`src/rtl/sensor_conditioner_if.sv`:
```
// sensor_conditioner_if: raw switch inputs and conditioned outputs of the sensor conditioner
interface sensor_conditioner_if;
  logic raw_high;
  logic raw_middle;
  logic raw_low;
  logic raw_umidadeDoSolo;
  logic raw_umidadeDoAr;
  logic raw_temperatura;
  logic raw_seletor;
  logic high;
  logic middle;
  logic low;
  logic umidadeDoSolo;
  logic umidadeDoAr;
  logic temperatura;
  logic seletor;
  logic pronto;
  modport master (
    output raw_high, raw_middle, raw_low, raw_umidadeDoSolo, raw_umidadeDoAr, raw_temperatura, raw_seletor,
    input  high, middle, low, umidadeDoSolo, umidadeDoAr, temperatura, seletor, pronto
  );
  modport slave (
    input  raw_high, raw_middle, raw_low, raw_umidadeDoSolo, raw_umidadeDoAr, raw_temperatura, raw_seletor,
    output high, middle, low, umidadeDoSolo, umidadeDoAr, temperatura, seletor, pronto
  );
endinterface

```
`src/rtl/sensor_conditioner.sv`:
```
// sensor_conditioner: synchronise and debounce seven raw switches, latch display select, flag readiness
module sensor_conditioner #(
  parameter int DEBOUNCE_CYCLES = 4,
  parameter int CNT_W = 16
) (
  input logic clk,
  input logic reset,
  sensor_conditioner_if.slave io
);
  localparam logic [CNT_W-1:0] last_cnt = CNT_W'(DEBOUNCE_CYCLES - 1);
  localparam logic [CNT_W:0] pronto_at = (CNT_W + 1)'(DEBOUNCE_CYCLES + 2);
  logic [6:0] raw;
  logic [6:0] s1;
  logic [6:0] s2;
  logic [6:0] stable;
  logic [6:0] done;
  logic [CNT_W-1:0] cnt [7];
  logic [CNT_W:0] pcnt;
  logic seletor;
  logic pronto;
  assign raw = {io.raw_seletor, io.raw_temperatura, io.raw_umidadeDoAr, io.raw_umidadeDoSolo,
                io.raw_low, io.raw_middle, io.raw_high};
  for (genvar c = 0; c < 7; c++) begin : g_done
    assign done[c] = (s2[c] != stable[c]) && (cnt[c] == last_cnt);
  end
  always_ff @(posedge clk) begin
    if (reset) begin
      s1 <= '0;
      s2 <= '0;
      stable <= '0;
      for (int i = 0; i < 7; i++) cnt[i] <= '0;
      seletor <= 1'b0;
      pronto <= 1'b0;
      pcnt <= '0;
    end else begin
      s1 <= raw;
      s2 <= s1;
      for (int i = 0; i < 7; i++) begin
        cnt[i] <= (s2[i] == stable[i] || done[i]) ? '0 : cnt[i] + 1'b1;
        if (done[i]) stable[i] <= s2[i];
      end
      if (done[6] && s2[6]) seletor <= ~seletor;
      if (!pronto) pcnt <= pcnt + 1'b1;
      pronto <= pronto | (pcnt == pronto_at);
    end
  end
  assign io.high = stable[0];
  assign io.middle = stable[1];
  assign io.low = stable[2];
  assign io.umidadeDoSolo = stable[3];
  assign io.umidadeDoAr = stable[4];
  assign io.temperatura = stable[5];
  assign io.seletor = seletor;
  assign io.pronto = pronto;
endmodule

```
`src/flat_wrapper.sv`:
```
// flat-port wrapper written by rule: the top's interface ports become plain ports
module sensor_conditioner_flat 
#(
  parameter int DEBOUNCE_CYCLES = 4,
  parameter int CNT_W = 16
)
  (clk, reset, io_raw_high, io_raw_middle, io_raw_low, io_raw_umidadeDoSolo, io_raw_umidadeDoAr, io_raw_temperatura, io_raw_seletor, io_high, io_middle, io_low, io_umidadeDoSolo, io_umidadeDoAr, io_temperatura, io_seletor, io_pronto);
  sensor_conditioner_if io_i ();
  input logic clk;
  input logic reset;
  input wire logic [$bits(io_i.raw_high)-1:0] io_raw_high;
  input wire logic [$bits(io_i.raw_middle)-1:0] io_raw_middle;
  input wire logic [$bits(io_i.raw_low)-1:0] io_raw_low;
  input wire logic [$bits(io_i.raw_umidadeDoSolo)-1:0] io_raw_umidadeDoSolo;
  input wire logic [$bits(io_i.raw_umidadeDoAr)-1:0] io_raw_umidadeDoAr;
  input wire logic [$bits(io_i.raw_temperatura)-1:0] io_raw_temperatura;
  input wire logic [$bits(io_i.raw_seletor)-1:0] io_raw_seletor;
  output wire logic [$bits(io_i.high)-1:0] io_high;
  output wire logic [$bits(io_i.middle)-1:0] io_middle;
  output wire logic [$bits(io_i.low)-1:0] io_low;
  output wire logic [$bits(io_i.umidadeDoSolo)-1:0] io_umidadeDoSolo;
  output wire logic [$bits(io_i.umidadeDoAr)-1:0] io_umidadeDoAr;
  output wire logic [$bits(io_i.temperatura)-1:0] io_temperatura;
  output wire logic [$bits(io_i.seletor)-1:0] io_seletor;
  output wire logic [$bits(io_i.pronto)-1:0] io_pronto;
  assign io_i.raw_high = io_raw_high;
  assign io_i.raw_middle = io_raw_middle;
  assign io_i.raw_low = io_raw_low;
  assign io_i.raw_umidadeDoSolo = io_raw_umidadeDoSolo;
  assign io_i.raw_umidadeDoAr = io_raw_umidadeDoAr;
  assign io_i.raw_temperatura = io_raw_temperatura;
  assign io_i.raw_seletor = io_raw_seletor;
  assign io_high = io_i.high;
  assign io_middle = io_i.middle;
  assign io_low = io_i.low;
  assign io_umidadeDoSolo = io_i.umidadeDoSolo;
  assign io_umidadeDoAr = io_i.umidadeDoAr;
  assign io_temperatura = io_i.temperatura;
  assign io_seletor = io_i.seletor;
  assign io_pronto = io_i.pronto;
  sensor_conditioner #(.DEBOUNCE_CYCLES(DEBOUNCE_CYCLES), .CNT_W(CNT_W)) u_core (.clk(clk), .reset(reset), .io(io_i));
endmodule
```
`config.mk`:
```
export PLATFORM = sky130hd
export DESIGN_NAME = sensor_conditioner_flat
export DESIGN_NICKNAME = d
export VERILOG_FILES = /design/src/rtl/sensor_conditioner_if.sv /design/src/rtl/sensor_conditioner.sv /design/src/flat_wrapper.sv
export SDC_FILE = /design/constraint.sdc
export NUM_CORES = 1
export LEC_CHECK = 0
export ABC_AREA = 1
export CORE_MARGIN = 1
export CORE_UTILIZATION = 35
export DETAILED_ROUTE_END_ITERATION = 8
export GPL_TIMING_DRIVEN = 0
export PLACE_DENSITY = 0.56
export SYNTH_ARGS = -nofsm -noshare
export SYNTH_HDL_FRONTEND = slang
export SYNTH_SLANG_ARGS = --single-unit
```
`constraint.sdc`:
```
create_clock -name clk -period 2.43 [get_ports clk]
set_input_delay 0.3645 -clock clk [delete_from_list [all_inputs] [get_ports clk]]
set_output_delay 0.3645 -clock clk [all_outputs]
set_load 0.01 [all_outputs]
```
== Word level (Yosys, flattened, before mapping) ==
Memories as Yosys holds them, arrays and structs flattened.
Cells that the tools add are included.

* Register bits after elaboration: 40
* Memory bits (writable): 112
* Bits of input ports: 9
* Memories kept: 1

{| class="wikitable"
|+ Memory list
! memory !! depth !! width !! rd ports !! clocked after Yosys merged registers in !! wr ports !! line !! RTL
|-
| u_core.cnt || 7 || 16 || 7 || 0 || 7 || sensor_conditioner.sv:17 || <nowiki>logic [CNT_W-1:0] cnt [7];</nowiki>
|}

* Add/sub/neg operators: 8
* Eq/ne operators: 22
* Muxes and demuxes: 17
* Bitwise logic cells: 9
* Reductions and logical operators: 15

{| class="wikitable"
|+ Operators by type and width
! cell !! number
|-
| $mux 16 || 14
|-
| $add 16x1->16 const B || 7
|-
| $eq 16x2->1 const B || 7
|-
| $add 17x1->17 const B || 1
|-
| $eq 17x3->1 const B || 1
|-
| $logic_and 1x1->1 || 8
|-
| $or 1x1->1 || 8
|-
| $eq 1x1->1 || 7
|-
| $logic_or 1x1->1 || 7
|-
| $ne 1x1->1 || 7
|-
| $mux 1 || 3
|-
| $not 1->1 || 1
|}

== Depth between registers and ports, before layout ==
Gate-level depths: netlist of the first run.

* Depth after elaboration: 5
* Gate-level depth with buffers: 9
* Mapped depth without buffers: 9

== Worst setup path after synthesis of the first run ==
OpenSTA, ideal clock, no wires.

* Kind: flip-flop to flip-flop
* Start point: memory u_core.cnt[4][0]
* End point: memory u_core.cnt[4][8]
* Library setup time: 118 ps
* Arrival: 1234 ps
* Required time: 2312 ps
* Setup slack: 1078 ps
* Cell stages (with the launch flop): 8
* Path buffers: 1
* Cell sequence: dfxtp_1 > ha_1 > nand4_1 > nor2_2 > nand2_2 > nand2_4 > buf_8 > nor2_4

{| class="wikitable"
|+ RTL lines
! what !! line
|-
| start: declaration || sensor_conditioner.sv:17
|}

== Final worst setup path of the first run ==
* Start point: register u_core.stable[0]
* End point: output port io_high

{| class="wikitable"
|+ RTL lines
! what !! line !! RTL
|-
| start: declaration || sensor_conditioner.sv:15 || <nowiki>logic [6:0] stable;</nowiki>
|-
| start signal: indexed assignment || sensor_conditioner.sv:40 || <nowiki>if (done[i]) stable[i] <= s2[i];</nowiki>
|-
| end: declaration || flat_wrapper.sv:18 || <nowiki>output wire logic [$bits(io_i.high)-1:0] io_high;</nowiki>
|}

No word-level cell between the ends.

==> out/metrics.yaml, run 1 <==
synthesis:
  synth-async-reset-ratio: 0
  syn_area_um2: 7600
  yosys-mux-area-fraction: 0
  synth_top_area_frac: 0.400
  yosysSeqAreaShare: 0.400
  avgSynthCellArea_um2: 7.06
  synthFlopType: "dfxtp_1"
  synth_cell_types: 36
  synthCells: 1077
  synth-seq-cells: 152
  synth_edf_count: 0
  syn_nets: 1095
  synth_compound_area_frac: 0.0757
  synth-simple-area-share: 0.377
  synth_xor_area_frac: 0.0415
  synth_top_area_cell: "dfxtp_1"
  yosys_warnings: 0
  synth_top_family_by_area: "simple AND/OR/NAND/NOR gates"
  synth_adder_area_share: 0.0148
  synth_common_cells: "nand2_1 (207), nor2_1 (179), dfxtp_1 (152)"
  yosysMostFrequentCell: "nand2_1"
  ys_top_cells_by_area: "dfxtp_1 (40%), nand2_1 (10%), nor2_1 (8.8%)"
clocking:
  hold_buffers: 0
  cts_num_sinks: 152
  clk_latency_ps: 420
  path_clk_slew_ps: 60
  clk_path_buf_depth: 2
  cts_inserted_buffers: 17
  cts_max_level: 4
  cts_resized: 0
  cts_tree: "yes"
  post_cts_buffers: 0
  clockRootBuffer: "clkbuf_16"
sta:
  hold_viol: 0
  relSlewSlack: 0.550
  finalSetupTns_ps: 0
  setup_viol: 0
  finalCritPeriodShare: 0.736
  final.setup_skew_ps: 8.93
  max_freq_mhz: 559
  rsz0062_at_grt: "false"
  worst_pin_slew_ps: 675
  hold_slack_ps: 399
  finalMaxSlewViolations: 0
  period_needed_ps: 1790
  fin_ws_ps: 641
route:
  avgViaCountPerCell: 4.52
  ant_nets: 0
  drc: 0
  wl_per_cell_um: 10.6
  vias: 6322
  drt_iter0_drc: 312
  drt_pass1_iterations: 4
  routed_wirelength_um: 14800
critical_path:
  endpoint_kind: "primary output"
  crit_type: "reg -> out"
  cp_num_buf_inv: 1
  critPathSlowestCell: "clkdlybuf4s50_1"
  cp_top_family: "buffers and inverters"
  crit_chain: "clkdlybuf4s50_1"
  crit_fanout: 4
  crit_required_ps: 2070
  cp.arrival_ps: 1420
  crit_path_start_kind: "flip-flop"
  slowest_delay_ps: 570
cells_and_area:
  post-route-util: 0.412
  syn2layout_area_growth_pct: 14.6
  seq_area_um2: 3040
  drive_above_1_share: 0.138
  finalNetCount: 1130
  stdcell_count: 1400
  n_antenna_cell: 0
  multi_input_area_um2: 3870
  fillers: 2225
floorplanning:
  initial_core_util: 0.359
  rows: 53
  core_area_um2: 21200
  die-area_um2: 22300
  ios: 17
  die_h_um: 149
  die-width_um: 149
grt:
  grt_pass1_wl_um: 26400
  grt_pass1_vias: 5958
  grt_overflow: 0
  grt_max_degree: 17
  grt_antenna_before_repair: 0
  grt_use_total: 0.146
place:
  place.detailed.hpwl_um: 10900
  place.gp.congestion: 0.827
  dp_cells: 1368
  numPortBuffers: 16
  pre_cts_slack_ps: 516
power_and_ir_drop:
  leakagePower_nw: 2.89
  p_per_area_nw_per_um2: 607
  ir_drop_uv: 385
hold_path:
  hp-class: "reg -> reg"
outcome:
  status: "finished, final reports clean"
flow_run:
  max-cap-violations: 0
flip-flops by register name, summed over array words and instances, names as in the netlist:
signal / flops
u_core.cnt: 112
u_core.io.pronto: 1
u_core.io.seletor: 1
u_core.pcnt: 17
u_core.s1: 7
u_core.s2: 7
u_core.stable: 7
final cells by class:
class,count,area share
multi-input combinational,760,0.445
inverter,153,0.0661
tap,275,0.0395
sequential,152,0.349
clock inverter,10,0.0135
clock buffer,22,0.0556
timing repair buffer,16,0.0184
buffer,12,0.0126
cells in the final DEF, fill, tap and decap left out, types with 2 or more instances in the layout:
| master | n |
|---|---|
| nand2_1 | 207 |
| nor2_1 | 179 |
| dfxtp_1 | 152 |
| inv_1 | 141 |
| nand3_1 | 83 |
| a21oi_1 | 57 |
| nand4_1 | 39 |
| nor2_2 | 35 |
| xor2_1 | 30 |
| nand2_2 | 20 |
| a21oi_2 | 18 |
| o21ai_0 | 18 |
| clkbuf_16 | 17 |
| nor3_1 | 16 |
| clkdlybuf4s50_1 | 16 |
| inv_2 | 10 |
| ha_1 | 9 |
| nand3_2 | 8 |
| o21ai_1 | 7 |
| nor2_4 | 7 |
| or2_2 | 6 |
| xnor2_1 | 6 |
| buf_6 | 5 |
| nor3_2 | 4 |
| clkbuf_1 | 4 |
| clkinvlp_4 | 4 |
| clkbuf_8 | 4 |
| clkinv_2 | 3 |
| nand2_4 | 2 |
| buf_8 | 2 |
| or2_0 | 2 |
| and2_4 | 2 |
| bufinv_16 | 2 |
routing by layer:
metal | routed length, um | track usage | up-vias
met3 | 480 | 0.0349 | 15
met5 | 0 | 0 | -
met2 | 6490 | 0.228 | 73
met1 | 7720 | 0.197 | 2744
met4 | 153 | 0.0429 | 0
li1 | - | - | 3490
cells by family after synthesis:
family | count (synthesis)
simple gates | 614
buf+inv | 165
flops | 152
compound gates | 101
xor+xnor | 36
fa+ha+maj | 9
power breakdown:
| group | total (mW) | internal, mW | switching [mW] |
|---|---|---|---|
| clock | 2.65 | 1.62 | 1.03 |
| sequential | 2.53 | 2.51 | 0.0144 |
| combinational | 0.108 | 0.0421 | 0.0655 |
| total | 5.29 | 4.18 | 1.11 |
metrics by stage:
step	cell area, um2	power, mW
floorplan	7600	2.65
global placement	8110	2.69
detailed placement	8110	2.69
CTS	8710	5.38
global route	8710	5.50
finish	8710	5.29
final timing paths:
check                                      from                            to  slack (ps)  depth (start not counted)
setup / recovery  u_core.stable[0]$_SDFFE_PP0P_                       io_high         640                          1
hold / removal          u_core.s1[0]$_SDFF_PP0_       u_core.s2[0]$_SDFF_PP0_         400                          2
setup reg to reg    u_core.cnt[1][0]$_SDFF_PP0_  u_core.cnt[1][10]$_SDFF_PP0_         880                          7
hold reg to reg         u_core.s1[0]$_SDFF_PP0_       u_core.s2[0]$_SDFF_PP0_         400                          2
Power figures use the tool's default switching activity.
==> inputs of run 2 (changes only) <==
- clock period: 2.43 -> 1.8 ns (I/O delays scaled with it)
==> results of run 2 <==
Same layout as run 1 (identical final DEF). Status: finished, final reports clean.
Among the figures that moved: setup slack after placement 516 ps -> -19.2 ps; setup slack after layout 641 ps -> 105 ps; hold slack 399 ps -> 389 ps; register-to-register setup slack 880 ps -> 250 ps; end point of the worst hold path u_core.s2[0]$_SDFF_PP0_ -> u_core.s1[5]$_SDFF_PP0_; total power 5.29 mW -> 7.14 mW; worst IR drop on VDD 385 uV -> 520 uV
==> inputs of run 3 (changes only) <==
- CORE_ASPECT_RATIO: unset -> 0.75
==> out/metrics.yaml, run 3 (synthesized netlist as in run 1, its figures left out) <==
outcome:
  status: "finished, final reports clean"
sta:
  setup_viol: 0  # unchanged
  finalCritPeriodShare: 0.926
  hold_viol: 0  # unchanged
  period_needed_ps: 1670
  hold_slack_ps: 368
  final.setup_skew_ps: 9.72  # +0.788 ps
  max_freq_mhz: 600
  rsz0062_at_grt: "false"
  finalMaxSlewViolations: 0  # unchanged
  worst_pin_slew_ps: 648  # -27.4 ps
  relSlewSlack: 0.568  # +0.0183
floorplanning:
  core_area_um2: 21200  # +0.40%
  die_h_um: 130  # -13%
  rows: 46  # -13%
  die-area_um2: 22300  # about the same
  die-width_um: 172  # +15%
  initial_core_util: 0.358  # -0.00142
  ios: 17  # unchanged
critical_path:
  crit_path_start_kind: "flip-flop"
  crit_type: "reg -> out"
  slowest_delay_ps: 580  # about the same
  crit_fanout: 3  # -1
  cp_num_buf_inv: 1  # unchanged
  crit_chain: "clkdlybuf4s50_1"
  cp.arrival_ps: 1400  # -20 ps
  endpoint_kind: "primary output"
  crit_required_ps: 1530
  critPathSlowestCell: "clkdlybuf4s50_1"
  cp_top_family: "buffers and inverters"
route:
  vias: 6378  # +0.89%
  drt_iter0_drc: 402  # +29%
  wl_per_cell_um: 10.9  # +2.5%
  drt_pass1_iterations: 5  # +1
  ant_nets: 0  # unchanged
  avgViaCountPerCell: 4.52  # about the same
  drc: 0  # unchanged
  routed_wirelength_um: 15300  # +3.3%
power_and_ir_drop:
  leakagePower_nw: 2.92  # +1.2%
  total_power_mw: 7.47
  p_per_area_nw_per_um2: 852
  ir_drop_uv: 449
place:
  numPortBuffers: 16  # unchanged
  place.gp.congestion: 0.869  # +5.1%
  placed_area_um2: 8120  # +0.20%
  place.detailed.hpwl_um: 11300  # +4.0%
grt:
  grt_overflow: 0  # unchanged
  grt_pass1_vias: 5789  # -2.8%
  grt_use_total: 0.148  # +0.00295
  grt_max_degree: 17  # unchanged
  grt_pass1_wl_um: 26700  # +0.92%
  grt_antenna_before_repair: 0  # unchanged
cells_and_area:
  syn2layout_area_growth_pct: 15.3
  drive_above_1_share: 0.136  # -0.00166
  largest_reg_flops: 112  # unchanged
  final_cell_mix: "nand2_1 (207), nor2_1 (179), dfxtp_1 (152)"
  regMostFlops: "u_core.cnt"
  design_area_um2: 8770  # +0.68%
  n_antenna_cell: 0  # unchanged
  reg_top3: "u_core.cnt x112, u_core.pcnt x17"
  finalNetCount: 1130  # unchanged
  final_common_cell: "nand2_1"
hold_path:
  hp-class: "in -> reg"
clocking:
  post_cts_buffers: 0  # unchanged
  cts_num_sinks: 152  # unchanged
  cts_max_level: 4  # unchanged
  clockRootBuffer: "clkbuf_16"
  path_clk_slew_ps: 60  # about the same
  cts_resized: 0  # unchanged
  cts_inserted_buffers: 17  # unchanged
  hold_buffers: 0  # unchanged
  clk_latency_ps: 420  # about the same
  clk_path_buf_depth: 2  # unchanged
  cts_tree: "yes"
flow_run:
  max-cap-violations: 0  # unchanged
==> run 3: final timing paths <==
path,startpoint,to,slack [ps],cells after the start
worst max-delay path,u_core.stable[4]$_SDFFE_PP0P_,io_umidadeDoAr,130,1
worst min-delay path,io_raw_seletor,u_core.s1[6]$_SDFF_PP0_,370,3
worst max register to register,u_core.cnt[4][0]$_SDFF_PP0_,u_core.cnt[4][8]$_SDFF_PP0_,230,7
worst min register to register,u_core.s1[3]$_SDFF_PP0_,u_core.s2[3]$_SDFF_PP0_,400,2
==> run 3: per-layer routing <==
metal / global-route usage / share of wire / up-vias
met4: 0.0427 / 0.0062 / 0
met2: 0.213 / 0.40 / 87
met1: 0.220 / 0.55 / 2804
met5: 0 / 0 / -
met3: 0.0324 / 0.038 / 12
li1: - / - / 3475
==> run 3: cell type report <==
class | instances | area [um2]
fillers | 2180 | 12500
multi-input cells | 760 | 3870
flip-flops and latches | 152 | 3040
inverters | 153 | 576
clock buffers | 22 | 474
well taps | 288 | 360
clock inverters | 9 | 170
repair buffers | 16 | 160
plain buffers | 12 | 110
==> run 3: report_power, final <==
part           total (mW)  internal [mW]  switching (mW)  leakage [nW]
registers            3.41           3.39          0.0209          1.23
logic               0.145         0.0573          0.0880          1.38
clock network        3.91           2.56            1.35         0.320
total                7.47           6.00            1.46          2.92
==> run 3: metrics by stage <==
step | TNS [ps] | util | setup WS, ps | instances
3_3_place_gp | -278 | 0.382 | -41.3 | 1381
2_1_floorplan | 0 | - | 448 | 1077
6_report | 0 | 0.413 | 132 | 1412
5_1_grt | 0 | 0.413 | 60.4 | 1412
3_5_place_dp | -434 | 0.382 | -57.5 | 1381
4_1_cts | 0 | 0.413 | 91.2 | 1412
